==> src/rtl/mouse_player_cond_if.sv <==
// Player-side mouse bus: raw mouse/enable/tick inputs towards the conditioner
// and the conditioned position/button outputs back to the game logic.
interface mouse_player_cond_if #(
  parameter int WIDTH = 12
);
  logic             enable;
  logic [WIDTH-1:0] xpos_in;
  logic [WIDTH-1:0] ypos_in;
  logic             left_in;
  logic             frame_tick;
  logic [WIDTH-1:0] xpos_out;
  logic [WIDTH-1:0] ypos_out;
  logic             click_out;
  logic             jump_pulse;

  modport master (
    output enable, xpos_in, ypos_in, left_in, frame_tick,
    input  xpos_out, ypos_out, click_out, jump_pulse
  );

  modport slave (
    input  enable, xpos_in, ypos_in, left_in, frame_tick,
    output xpos_out, ypos_out, click_out, jump_pulse
  );
endinterface

==> src/rtl/mouse_player_cond.sv <==
// Mouse-to-player conditioner: delay pipeline, clamp, per-frame position update and
// button press qualification. Define MOUSE_SLEW_LIMIT_EN to limit movement to MAX_STEP per frame.
module mouse_player_cond #(
  parameter int WIDTH       = 12,
  parameter int SYNC_STAGES = 3,
  parameter int X_MIN       = 0,
  parameter int X_MAX       = 1023,
  parameter int Y_MIN       = 0,
  parameter int Y_MAX       = 767,
  parameter int DEF_X       = 50,
  parameter int DEF_Y       = 679,
  parameter int MAX_STEP    = 16
) (
  input logic                clk,
  input logic                rst,
  mouse_player_cond_if.slave bus
);

  typedef enum logic [1:0] {
    DISABLED,
    IDLE,
    HOLD,
    WAIT_REL
  } state_t;

  localparam logic [WIDTH-1:0] X_LO  = X_MIN[WIDTH-1:0];
  localparam logic [WIDTH-1:0] X_HI  = X_MAX[WIDTH-1:0];
  localparam logic [WIDTH-1:0] Y_LO  = Y_MIN[WIDTH-1:0];
  localparam logic [WIDTH-1:0] Y_HI  = Y_MAX[WIDTH-1:0];
  localparam logic [WIDTH-1:0] DEF_XV = DEF_X[WIDTH-1:0];
  localparam logic [WIDTH-1:0] DEF_YV = DEF_Y[WIDTH-1:0];

  logic [WIDTH-1:0] x_pipe [SYNC_STAGES];
  logic [WIDTH-1:0] y_pipe [SYNC_STAGES];
  logic             left_pipe [SYNC_STAGES];
  logic [WIDTH-1:0] tgt_x;
  logic [WIDTH-1:0] tgt_y;
  logic [WIDTH-1:0] x_q;
  logic [WIDTH-1:0] y_q;
  logic [WIDTH-1:0] next_x;
  logic [WIDTH-1:0] next_y;
  logic             d_left;
  logic             click_q;
  logic             jump_q;
  logic             pulse_d;
  state_t           state_q;
  state_t           state_d;

  function automatic logic [WIDTH-1:0] clamp_val(input logic [WIDTH-1:0] v,
                                                 input logic [WIDTH-1:0] lo,
                                                 input logic [WIDTH-1:0] hi);
    if (v < lo) return lo;
    if (v > hi) return hi;
    return v;
  endfunction

  // The raw mouse values come from another domain, so every field rides the same delay line.
  always_ff @(posedge clk) begin
    if (rst) begin
      for (int i = 0; i < SYNC_STAGES; i++) begin
        x_pipe[i]    <= '0;
        y_pipe[i]    <= '0;
        left_pipe[i] <= 1'b0;
      end
    end else begin
      x_pipe[0]    <= bus.xpos_in;
      y_pipe[0]    <= bus.ypos_in;
      left_pipe[0] <= bus.left_in;
      for (int i = 1; i < SYNC_STAGES; i++) begin
        x_pipe[i]    <= x_pipe[i-1];
        y_pipe[i]    <= y_pipe[i-1];
        left_pipe[i] <= left_pipe[i-1];
      end
    end
  end

  assign d_left = left_pipe[SYNC_STAGES-1];

  always_ff @(posedge clk) begin
    if (rst) begin
      tgt_x <= '0;
      tgt_y <= '0;
    end else begin
      tgt_x <= clamp_val(x_pipe[SYNC_STAGES-1], X_LO, X_HI);
      tgt_y <= clamp_val(y_pipe[SYNC_STAGES-1], Y_LO, Y_HI);
    end
  end

`ifdef MOUSE_SLEW_LIMIT_EN
  localparam logic signed [WIDTH:0] STEP_S = MAX_STEP[WIDTH:0];
  localparam logic [WIDTH-1:0]      STEP_U = MAX_STEP[WIDTH-1:0];

  // Both operands lie inside the clamp window, so stepping toward the target cannot leave it.
  function automatic logic [WIDTH-1:0] slew_step(input logic [WIDTH-1:0] cur,
                                                 input logic [WIDTH-1:0] tgt);
    logic signed [WIDTH:0] diff;
    diff = $signed({1'b0, tgt}) - $signed({1'b0, cur});
    if (diff > STEP_S) return cur + STEP_U;
    if (diff < -STEP_S) return cur - STEP_U;
    return tgt;
  endfunction

  assign next_x = slew_step(x_q, tgt_x);
  assign next_y = slew_step(y_q, tgt_y);
`else
  assign next_x = tgt_x;
  assign next_y = tgt_y;
`endif

  always_ff @(posedge clk) begin
    if (rst) begin
      x_q <= DEF_XV;
      y_q <= DEF_YV;
    end else if (!bus.enable) begin
      x_q <= DEF_XV;
      y_q <= DEF_YV;
    end else if (bus.frame_tick) begin
      x_q <= next_x;
      y_q <= next_y;
    end
  end

  always_ff @(posedge clk) begin
    if (rst) begin
      state_q <= DISABLED;
      click_q <= 1'b0;
      jump_q  <= 1'b0;
    end else begin
      state_q <= state_d;
      click_q <= (state_d == HOLD);
      jump_q  <= pulse_d;
    end
  end

  // A button already down when control is granted must be released before it can count.
  always_comb begin
    state_d = state_q;
    pulse_d = 1'b0;
    if (!bus.enable) begin
      state_d = DISABLED;
    end else begin
      case (state_q)
        DISABLED: state_d = d_left ? WAIT_REL : IDLE;
        IDLE: begin
          if (d_left) begin
            state_d = HOLD;
            pulse_d = 1'b1;
          end
        end
        HOLD:     if (!d_left) state_d = IDLE;
        WAIT_REL: if (!d_left) state_d = IDLE;
        default:  state_d = DISABLED;
      endcase
    end
  end

  assign bus.xpos_out   = x_q;
  assign bus.ypos_out   = y_q;
  assign bus.click_out  = click_q;
  assign bus.jump_pulse = jump_q;

endmodule

==> src/flat_wrapper.sv <==
// flat-port wrapper written by rule: the top's interface ports become plain ports
module mouse_player_cond_flat 
#(
  parameter int WIDTH       = 12,
  parameter int SYNC_STAGES = 3,
  parameter int X_MIN       = 0,
  parameter int X_MAX       = 1023,
  parameter int Y_MIN       = 0,
  parameter int Y_MAX       = 767,
  parameter int DEF_X       = 50,
  parameter int DEF_Y       = 679,
  parameter int MAX_STEP    = 16
)
  (clk, rst, bus_enable, bus_xpos_in, bus_ypos_in, bus_left_in, bus_frame_tick, bus_xpos_out, bus_ypos_out, bus_click_out, bus_jump_pulse);
  mouse_player_cond_if #(.WIDTH(WIDTH)) bus_i ();
  input logic clk;
  input logic rst;
  input wire logic [$bits(bus_i.enable)-1:0] bus_enable;
  input wire logic [$bits(bus_i.xpos_in)-1:0] bus_xpos_in;
  input wire logic [$bits(bus_i.ypos_in)-1:0] bus_ypos_in;
  input wire logic [$bits(bus_i.left_in)-1:0] bus_left_in;
  input wire logic [$bits(bus_i.frame_tick)-1:0] bus_frame_tick;
  output wire logic [$bits(bus_i.xpos_out)-1:0] bus_xpos_out;
  output wire logic [$bits(bus_i.ypos_out)-1:0] bus_ypos_out;
  output wire logic [$bits(bus_i.click_out)-1:0] bus_click_out;
  output wire logic [$bits(bus_i.jump_pulse)-1:0] bus_jump_pulse;
  assign bus_i.enable = bus_enable;
  assign bus_i.xpos_in = bus_xpos_in;
  assign bus_i.ypos_in = bus_ypos_in;
  assign bus_i.left_in = bus_left_in;
  assign bus_i.frame_tick = bus_frame_tick;
  assign bus_xpos_out = bus_i.xpos_out;
  assign bus_ypos_out = bus_i.ypos_out;
  assign bus_click_out = bus_i.click_out;
  assign bus_jump_pulse = bus_i.jump_pulse;
  mouse_player_cond #(.WIDTH(WIDTH), .SYNC_STAGES(SYNC_STAGES), .X_MIN(X_MIN), .X_MAX(X_MAX), .Y_MIN(Y_MIN), .Y_MAX(Y_MAX), .DEF_X(DEF_X), .DEF_Y(DEF_Y), .MAX_STEP(MAX_STEP)) u_core (.clk(clk), .rst(rst), .bus(bus_i));
endmodule
==> config.mk <==
export PLATFORM = sky130hd
export DESIGN_NAME = mouse_player_cond_flat
export DESIGN_NICKNAME = d
export VERILOG_FILES = /design/src/rtl/mouse_player_cond_if.sv /design/src/rtl/mouse_player_cond.sv /design/src/flat_wrapper.sv
export SDC_FILE = /design/constraint.sdc
export NUM_CORES = 1
export LEC_CHECK = 0
export CAP_MARGIN = 20
export CORE_MARGIN = 2
export CORE_UTILIZATION = 52
export CTS_CLUSTER_DIAMETER = 150
export DETAILED_ROUTE_END_ITERATION = 8
export PLACE_DENSITY = 0.77
export SYNTH_ARGS = -nofsm -noshare
export SYNTH_HDL_FRONTEND = slang
export SYNTH_SLANG_ARGS = --single-unit
export TNS_END_PERCENT = 10
==> constraint.sdc <==
create_clock -name clk -period 1.2 [get_ports clk]
set_input_delay 0.18 -clock clk [delete_from_list [all_inputs] [get_ports clk]]
set_output_delay 0.18 -clock clk [all_outputs]
set_load 0.03 [all_outputs]
==> results of run 1 <==
cells in the final DEF (no fill, tap or decap), types with 2 or more instances in the layout:
cell / instances
a21oi_1: 9
buf_12: 6
buf_2: 2
buf_4: 8
buf_6: 19
clkbuf_1: 3
clkbuf_16: 16
clkbuf_8: 5
clkdlybuf4s50_1: 27
clkinv_2: 6
conb_1: 4
dfxtp_1: 109
dfxtp_2: 18
inv_1: 8
mux2i_1: 24
nand2_1: 9
nor2_1: 16
nor2_2: 10
nor2b_1: 76
nor3_1: 11
state kept, by name (all words and copies together) (netlist names), 2 cells and up:
signal and count:
u_core.state_q 2, u_core.next_y 12, u_core.next_x 12, u_core.bus.xpos_out 12, u_core.left_pipe 3, u_core.x_pipe 36, u_core.bus.ypos_out 12, u_core.y_pipe 36
cells by family after synthesis:
family	synth area share
xor+xnor	0.00236
compound gates	0.0155
mux	0.0647
other cells	0.00101
buf+inv	0.0370
flops	0.684
simple gates	0.195
worst min path at each step:
stage | startpoint | to | slack, ns
detailed placement | u_core.y_pipe[0][29] | u_core.next_y[5] | 0.42
global placement | u_core.y_pipe[0][26] | u_core.next_y[2] | 0.42
floorplan | bus_left_in | u_core.left_pipe[0][0] | 0.31
global route | bus_ypos_in[9] | u_core.y_pipe[0][9] | 0.22
CTS | bus_ypos_in[9] | u_core.y_pipe[0][9] | 0.21
finish | bus_ypos_in[4] | u_core.y_pipe[0][4] | 0.24
cell type report:
class	count	area [µm²]	area share
Sequential cell	127	2560	0.514
Multi-Input combinational cell	166	1050	0.209
Timing Repair Buffer	64	692	0.139
Clock buffer	24	480	0.0962
Tap cell	96	120	0.0241
Clock inverter	7	60.1	0.0120
Inverter	8	30.0	0.00601
power breakdown:
| group | internal, mW | switching (mW) | total (mW) |
|---|---|---|---|
| Combinational | 0.273 | 0.211 | 0.484 |
| Clock | 2.93 | 1.59 | 4.51 |
| Sequential | 4.39 | 0.0553 | 4.44 |
routing by layer:
metal	global-route usage	vias to the layer above	share of wire
li1	-	1122	-
met1	0.150	912	0.44
met2	0.236	55	0.49
met3	0.0597	4	0.057
met4	0.0785	0	0.0066
met5	0	-	0
what timing repair did:
item,4_1_cts,5_1_grt
gates cloned,0,0
hold buffers,1,0
endpoints found under the setup margin,20,12
endpoints found under the hold margin,3,0
resized for setup,91,17
==> flow_summary.yaml, run 1 <==
outcome:
  outcome: "completed"
worst_setup_path:
  r2r-end: "u_core.next_y[4]"
  worstRegToRegCells: 3
  start_kind: "flop"
  critPathLaunch: "u_core.bus.ypos_out[3]"
  cp.required_ns: 1.02
  cp.depth: 1
  r2r_setup_slack_ns: 0.32
  worstPathArrival_ns: 0.98
  crit_family: "flip-flops"
  path_class: "reg -> out"
  crit_fanout: 2
  r2r-start: "u_core.y_pipe[0][33]"
  slowest_stage: "dfxtp_1"
  path_cells: "buf_4"
  critPathMaxStageDelay_ns: 0.33
  crit_buf_inv: 1
  critPathCaptureType: "output port"
  endpoint: "bus_ypos_out[3]"
place:
  placed_area_um2: 4380
  numPortBuffers: 54
  gp_routability_congestion: 0.752
  place_inst: 460
  dp_hpwl_mm: 3.16
  post-place-ws_ns: -0.121
synthesis:
  synth_cell_type_count: 22
  synth_seq_cells: 127
  yosysMostFrequentCell: "dfxtp_1"
  ys_warn_count: 0
  async_flop_share: 0
  synth_top_cells_by_count: "127 x dfxtp_1, 76 x nor2b_1, 24 x mux2i_1"
  synthDominantCellAreaShare: 0.684
  avgSynthCellArea_um2: 11.8
  synth_edf_count: 0
  ys_seq_area_frac: 0.684
  synthesis.instances: 316
  synth.area.top_cells: "dfxtp_1 68%, nor2b_1 13%, mux2i_1 6.5%"
  synth_flop_cell: "dfxtp_1"
  yosysTopAreaCell: "dfxtp_1"
  synthesis.area_um2: 3710
clock_network:
  cts_made_buffers: 17
  cts_setup_buffers: 0
  clock_path_buffers: 2
  insertion_delay_ns: 0.49
  cts_tree: "built"
  clk_pin_slew_ns: 0.05
  htree_levels: 4
  root_buffer: "clkbuf_8"
  cts_sinks: 127
drt:
  wire_per_inst_um: 10.2
  route.detailed.drc: 0
  dr.pass1.iters: 4
  postRouteWirelength_mm: 5.00
  antenna_left: 0
  avgViaCountPerCell: 4.25
  initialDrtViolationCount: 51
  num_vias: 2093
power_and_ir_drop:
  worst_ir_drop_vdd_v: 0.00123
  total_power_mw: 9.44
  p_leak_nw: 2.09
  p_per_area_nw_per_um2: 1890
sta:
  layout_setup_ws_ns: 0.0370
  finalClockSkew_ns: 0.00840
  timing.final.crit_period_ns: 1.16
  setup_violations: 0
  finalHoldViolations: 0
  slew_violations: 0
  finalSetupTns_ns: 0
  fmax_ghz: 0.860
  rsz0062_at_grt: "no"
  hold_slack_ns: 0.237
  finalCritPeriodShare: 0.969
min_path:
  hp-class: "in -> reg"
  hold_path_depth: 2
global_routing:
  grt_pass1_vias: 1868
  grt_use_total: 0.141
  grt_start_max_net_pins: 30
  grt_pass1_wl_mm: 8.09
  gr-total-overflow: 0
  antenna_found_initial: 0
floorplan:
  boundaryPins: 55
  core_um2: 6870
  num_rows: 30
  dieArea_um2: 7840
  chipHeight_um: 88.5
  dieWidth_um: 88.5
  start_util: 0.541
finish:
  drive_gt1_frac: 0.235
  finalInstanceArea_um2: 4990
  area_growth_pct: 34.4
  fillCellCount: 482
  nets: 413
  final_util: 0.727
  n_antenna_cell: 0
  stdcell_count: 492
job:
  maxCapViolations: 0
Note: power is estimated with default switching activity, not from simulation.
==> run 2, diff against run 1 <==
- CORE_MARGIN: 2 -> 3
==> run 2 against run 1 <==
  * Final area rose by 1.1%
  * Clock-buffer cell count fell by 2
  * Sequential share of layout area fell by 0.45 points
  * Routed wire length rose by 4.0%
  * Via count fell by 0.14%
  * Largest power group unchanged
  * First-iteration DRC count fell by 14%
  * Clock power rose by 11%
  * Final cell count fell by 0.20%
  * Critical endpoint is now bus_ypos_out[5]
  * Largest cell class unchanged
  * Critical path depth did not move
==> flow_summary.yaml, run 2 (synthesis results as in run 1) <==
floorplan:
  start_util: 0.541
  dieArea_um2: 8190
  chipHeight_um: 90.5
  core_um2: 6870
  boundaryPins: 55
  dieWidth_um: 90.5
  num_rows: 30
worst_setup_path:
  r2r-end: "u_core.next_y[6]"
  slowest_stage: "dfxtp_2"
  critPathCaptureType: "output port"
  r2r_setup_slack_ns: 0.29
  worstRegToRegCells: 3
  path_cells: "buf_6"
  crit_buf_inv: 1
  critPathMaxStageDelay_ns: 0.34
  r2r-start: "u_core.y_pipe[0][33]"
  path_class: "reg -> out"
  start_kind: "flop"
  crit_family: "flip-flops"
  crit_fanout: 2
  cp.required_ns: 1.02
  worstPathArrival_ns: 0.97
clock_network:
  cts_sinks: 127
  clock_path_buffers: 2
  cts_made_buffers: 17
  cts_tree: "built"
  htree_levels: 4
  clk_pin_slew_ns: 0.05
  root_buffer: "clkbuf_8"
  insertion_delay_ns: 0.49
global_routing:
  grt_pass1_vias: 1985
  grt_pass1_wl_mm: 8.80
  antenna_found_initial: 0
  grt_use_total: 0.140
  gr-total-overflow: 0
  grt_start_max_net_pins: 62
finish:
  drive_gt1_frac: 0.251
  n_antenna_cell: 0
  area_growth_pct: 35.9
  finalInstanceArea_um2: 5050
  final_common_cell: "dfxtp_1"
  top_regs: "u_core.x_pipe: 36 flops, u_core.y_pipe: 36 flops"
  mostFrequentLayoutCells: "105 x dfxtp_1, 76 x nor2b_1, 27 x clkdlybuf4s50_1"
  nets: 411
sta:
  rsz0062_at_grt: "no"
  finalCritPeriodShare: 0.956
  finalHoldViolations: 0
  fmax_ghz: 0.872
  timing.final.crit_period_ns: 1.15
  finalClockSkew_ns: 0.00565
  finalSetupTns_ns: 0
  hold_slack_ns: 0.141
  slew_violations: 0
  setup_violations: 0
  layout_setup_ws_ns: 0.0531
place:
  post-place-ws_ns: -0.141
  numPortBuffers: 54
  dp_hpwl_mm: 3.26
  placed_area_um2: 4340
  gp_routability_congestion: 0.749
job:
  maxCapViolations: 0
min_path:
  hp-class: "in -> reg"
  hold_path_depth: 3
  hp-start: "rst"
  hold_path_end: "u_core.next_x[6]"
drt:
  antenna_left: 0
  postRouteWirelength_mm: 5.20
  route.detailed.drc: 0
  num_vias: 2090
  dr.pass1.iters: 4
  initialDrtViolationCount: 44
  wire_per_inst_um: 10.6
  avgViaCountPerCell: 4.26
power_and_ir_drop:
  p_per_area_nw_per_um2: 1970
  p_leak_nw: 2.10
  worst_ir_drop_vdd_v: 0.00120
outcome:
  outcome: "completed"
-- run 2: cell types whose count changed in the layout (fill, tap and decap cells not counted), moves of 2 or more --
| cell | previous run | this run |
|---|---|---|
| clkbuf_1 | 3 | 1 |
| dfxtp_1 | 109 | 105 |
| clkinvlp_4 | 0 | 2 |
| buf_12 | 6 | 4 |
| buf_6 | 19 | 25 |
| clkinv_2 | 6 | 4 |
| dfxtp_2 | 18 | 22 |
| buf_4 | 8 | 5 |
| bufinv_16 | 1 | 3 |
-- run 2: what timing repair did --
action,CTS,global route
endpoints found under the setup margin,22,12
buffers inserted,0,0
resized for setup,71,18
hold buffers,0,0
-- run 2: cell type report --
class                           count  area [µm²]
Inverter                            8        30.0
Clock buffer                       22         473
Clock inverter                     10         134
Tap cell                           96         120
Sequential cell                   127        2570
Multi-Input combinational cell    166        1050
Fill cell                         476        1820
Timing Repair Buffer               62         674
-- run 2: how the worst max path moves through the flow --
stage | start | endpoint | slack (ns) | depth (start not counted)
after global routing | u_core.bus.xpos_out[11] | bus_xpos_out[11] | 0.002 | 1
after global placement | bus_frame_tick | u_core.bus.xpos_out[6] | -0.09 | 4
after CTS | u_core.bus.ypos_out[11] | bus_ypos_out[11] | 0.001 | 1
final | u_core.bus.ypos_out[5] | bus_ypos_out[5] | 0.05 | 1
after floorplan | u_core.y_pipe[0][33] | u_core.next_y[0] | 0.27 | 2
after detailed placement | bus_frame_tick | u_core.bus.xpos_out[2] | -0.14 | 4
-- run 2: per-stage QoR --
stage                      util  instances  total power [mW]
final                     0.735        491              9.93
after global routing      0.735        491              10.3
after CTS                 0.728        491              10.1
after detailed placement  0.631        459              4.99
after global placement    0.631        459              4.97
after floorplan               -        319              4.79
-- run 2: where the power goes --
group | total, mW | internal, mW | switching [mW]
combinational | 0.471 | 0.263 | 0.208
clock | 5.02 | 3.37 | 1.65
sequential | 4.45 | 4.39 | 0.0569
total | 9.93 | 8.02 | 1.91
-- run 2: metal layers --
metal / wire length, µm / up-vias / global-route usage
met5: 0 / - / 0
met4: 40 / 0 / 0.0676
met3: 295 / 6 / 0.0683
met2: 2660 / 51 / 0.225
met1: 2210 / 913 / 0.154
li1: - / 1120 / -
==> run 3, diff against run 2 <==
- ABC_AREA: not set -> 1
- CORE_UTILIZATION: 52 -> 53
- PLACE_DENSITY: 0.77 -> 0.78
- TNS_END_PERCENT: 10 -> not set
==> run 3 against run 2 <==
  * Area after synthesis increased by 4.9%
  * Die area rose by 2.7%
  * Combinational power rose by 2%
  * Clock power down 5.6%
  * Critical endpoint is now bus_ypos_out[1]
  * Largest power group unchanged
  * Highest routed layer unchanged
==> flow_summary.yaml, run 3 <==
synthesis:
  synth_edf_count: 0
  async_flop_share: 0
  avgSynthCellArea_um2: 9.02
  synth_seq_cells: 127
  synth_flop_cell: "dfxtp_1"
  synth-compound-area-share: 0.0443
  synth_top_cells_by_count: "127 x dfxtp_1, 98 x inv_1, 76 x nor2_1"
  yosysMostFrequentCell: "dfxtp_1"
  synth_fa_ha_area_frac: 0
  synth_cell_type_count: 17
  yosysTopAreaCell: "dfxtp_1"
  yosys.area_share.simple: 0.169
  synth.area.top_cells: "dfxtp_1 65%, inv_1 9.4%, nor2_1 7.3%"
  ys_warn_count: 0
  ys_seq_area_frac: 0.652
  synthesis.instances: 432
  synth_top_family_by_area: "simple AND/OR/NAND/NOR gates"
  synth-xor-area-share: 0
  synthMuxAreaShare: 0
  synthDominantCellAreaShare: 0.652
  synthesis.area_um2: 3900
drt:
  routed.top_layer: "met4"
  initialDrtViolationCount: 101
  wl_met2_mm: 2.87
  antenna_left: 0
  avgViaCountPerCell: 4.11
  wl_met3_um: 337
  dr.pass1.iters: 4
  route.detailed.drc: 0
  num_vias: 2503
  wl_met1_mm: 2.46
  wire_per_inst_um: 9.49
  postRouteWirelength_mm: 5.78
floorplan:
  num_rows: 30
  boundaryPins: 55
  core_um2: 6940
  chipHeight_um: 91.8
  dieArea_um2: 8420
  start_util: 0.561
  dieWidth_um: 91.8
worst_setup_path:
  path_class: "reg -> out"
  slowest_stage: "dfxtp_2"
  crit_fanout: 2
  worstRegToRegCells: 4
  cp.depth: 1
  critPathCaptureType: "output port"
  r2r-start: "u_core.y_pipe[0][35]"
  start_kind: "flop"
  crit_family: "flip-flops"
  critPathLaunch: "u_core.bus.ypos_out[1]"
  cp.required_ns: 1.02
  endpoint: "bus_ypos_out[1]"
  r2r_setup_slack_ns: 0.27
  path_cells: "buf_6"
  crit_buf_inv: 1
  critPathMaxStageDelay_ns: 0.35
  worstPathArrival_ns: 0.99
  r2r-end: "u_core.next_y[6]"
place:
  gp_routability_congestion: 0.692
  place_inst: 577
  dp_hpwl_mm: 3.71
  post-place-ws_ns: -0.112
  numPortBuffers: 54
  placed_area_um2: 4470
power_and_ir_drop:
  power_frac_comb: 0.050
  p_sw_frac: 0.212
  p_leak_nw: 2.34
  worst_ir_drop_vdd_v: 0.00123
  switching_power_mw: 2.05
  seqPwrFrac: 0.460
  p_per_area_nw_per_um2: 1880
  clkPwrFrac: 0.490
  internal-power_mw: 7.61
outcome:
  outcome: "completed"
sta:
  finalClockSkew_ns: 0.00525
  rsz0062_at_grt: "yes"
  finalHoldViolations: 0
  timing.final.crit_period_ns: 1.17
  slew_violations: 0
  fmax_ghz: 0.854
  hold_slack_ns: 0.0520
  layout_setup_ws_ns: 0.0291
  finalCritPeriodShare: 0.976
  setup_violations: 0
finish:
  stdcell_count: 609
  drive_gt1_frac: 0.214
  area_growth_pct: 32.2
  mostFrequentLayoutCells: "101 x dfxtp_1, 98 x inv_1, 76 x nor2_1"
  nets: 530
  final_common_cell: "dfxtp_1"
  fillCellCount: 476
  finalInstanceArea_um2: 5150
  n_antenna_cell: 0
  top_regs: "u_core.x_pipe: 36 flops, u_core.y_pipe: 36 flops"
global_routing:
  antenna_found_initial: 0
  grt_pass1_wl_mm: 9.89
  grt_pass1_vias: 2367
  grt_use_total: 0.153
  grt_start_max_net_pins: 57
  gr-total-overflow: 0
clock_network:
  clk_pin_slew_ns: 0.06
  cts_sinks: 127
  root_buffer: "clkbuf_8"
  clock_path_buffers: 2
  insertion_delay_ns: 0.51
  cts_made_buffers: 17
  cts_tree: "built"
  htree_levels: 4
job:
  maxCapViolations: 0
min_path:
  hp-class: "in -> reg"
==> run 3: cell types whose count changed in the layout (fill, tap and decap cells not counted), moves of 10 or more <==
| cell | previous run | this run |
|---|---|---|
| inv_1 | 8 | 98 |
| nor2_1 | 16 | 76 |
| nor3_1 | 11 | 1 |
| nand2_1 | 9 | 61 |
| mux2i_1 | 24 | 0 |
| a21oi_2 | 0 | 10 |
| nor2b_1 | 76 | 0 |
| nand3_1 | 0 | 10 |
==> run 3: area by class of cell <==
type	count	area (µm²)	area share
clock buffer	18	428	0.0830
clock inverter	13	140	0.0272
inverter	101	387	0.0750
multi-input combinational	191	847	0.164
sequential	127	2570	0.500
tap	96	120	0.0233
timing repair buffer	63	657	0.127
==> run 3: worst min-delay path by stage <==
stage                          from                      to  cells past startpoint
3_5_place_dp   u_core.x_pipe[0][20]    u_core.x_pipe[0][32]                      2
6_report                        rst        u_core.next_y[1]                      4
4_1_cts                         rst        u_core.next_y[1]                      4
3_3_place_gp    u_core.x_pipe[0][7]    u_core.x_pipe[0][19]                      2
2_1_floorplan           bus_left_in  u_core.left_pipe[0][0]                      2
5_1_grt                         rst        u_core.next_y[2]                      4
==> run 3: per-layer routing <==
metal	vias to the layer above	global-route usage
met5	-	0
met4	0	0.0854
met3	13	0.0689
met2	59	0.268
met1	1055	0.149
li1	1376	-
==> run 3: through the flow <==
step,setup TNS [ns],total power [mW],utilization
5_1_grt,-0.0141,10.0,0.742
3_5_place_dp,-1.67,4.99,0.644
6_report,0,9.66,0.742
2_1_floorplan,0,4.82,-
3_3_place_gp,-0.753,4.97,0.644
4_1_cts,0,9.75,0.736
==> run 3: logic make-up after synthesis <==
group | count (synthesis)
simple gates | 160
compound gates | 27
flops | 127
other cells | 1
buf+inv | 117
==> run 3: what timing repair did <==
action                     in CTS  in global routing
hold buffers                    0                  0
setup buffers                   0                  1
setup endpoints to repair      23                 12
resized for setup              83                 16
==> run 3: power groups by stage <==
stage / clock (mW) / combinational [mW] / sequential (mW)
floorplan: 0 / 0.260 / 4.56
global placement: 0 / 0.456 / 4.52
detailed placement: 0 / 0.468 / 4.52
CTS: 4.83 / 0.484 / 4.44
global route: 5.02 / 0.541 / 4.46
finish: 4.74 / 0.482 / 4.44
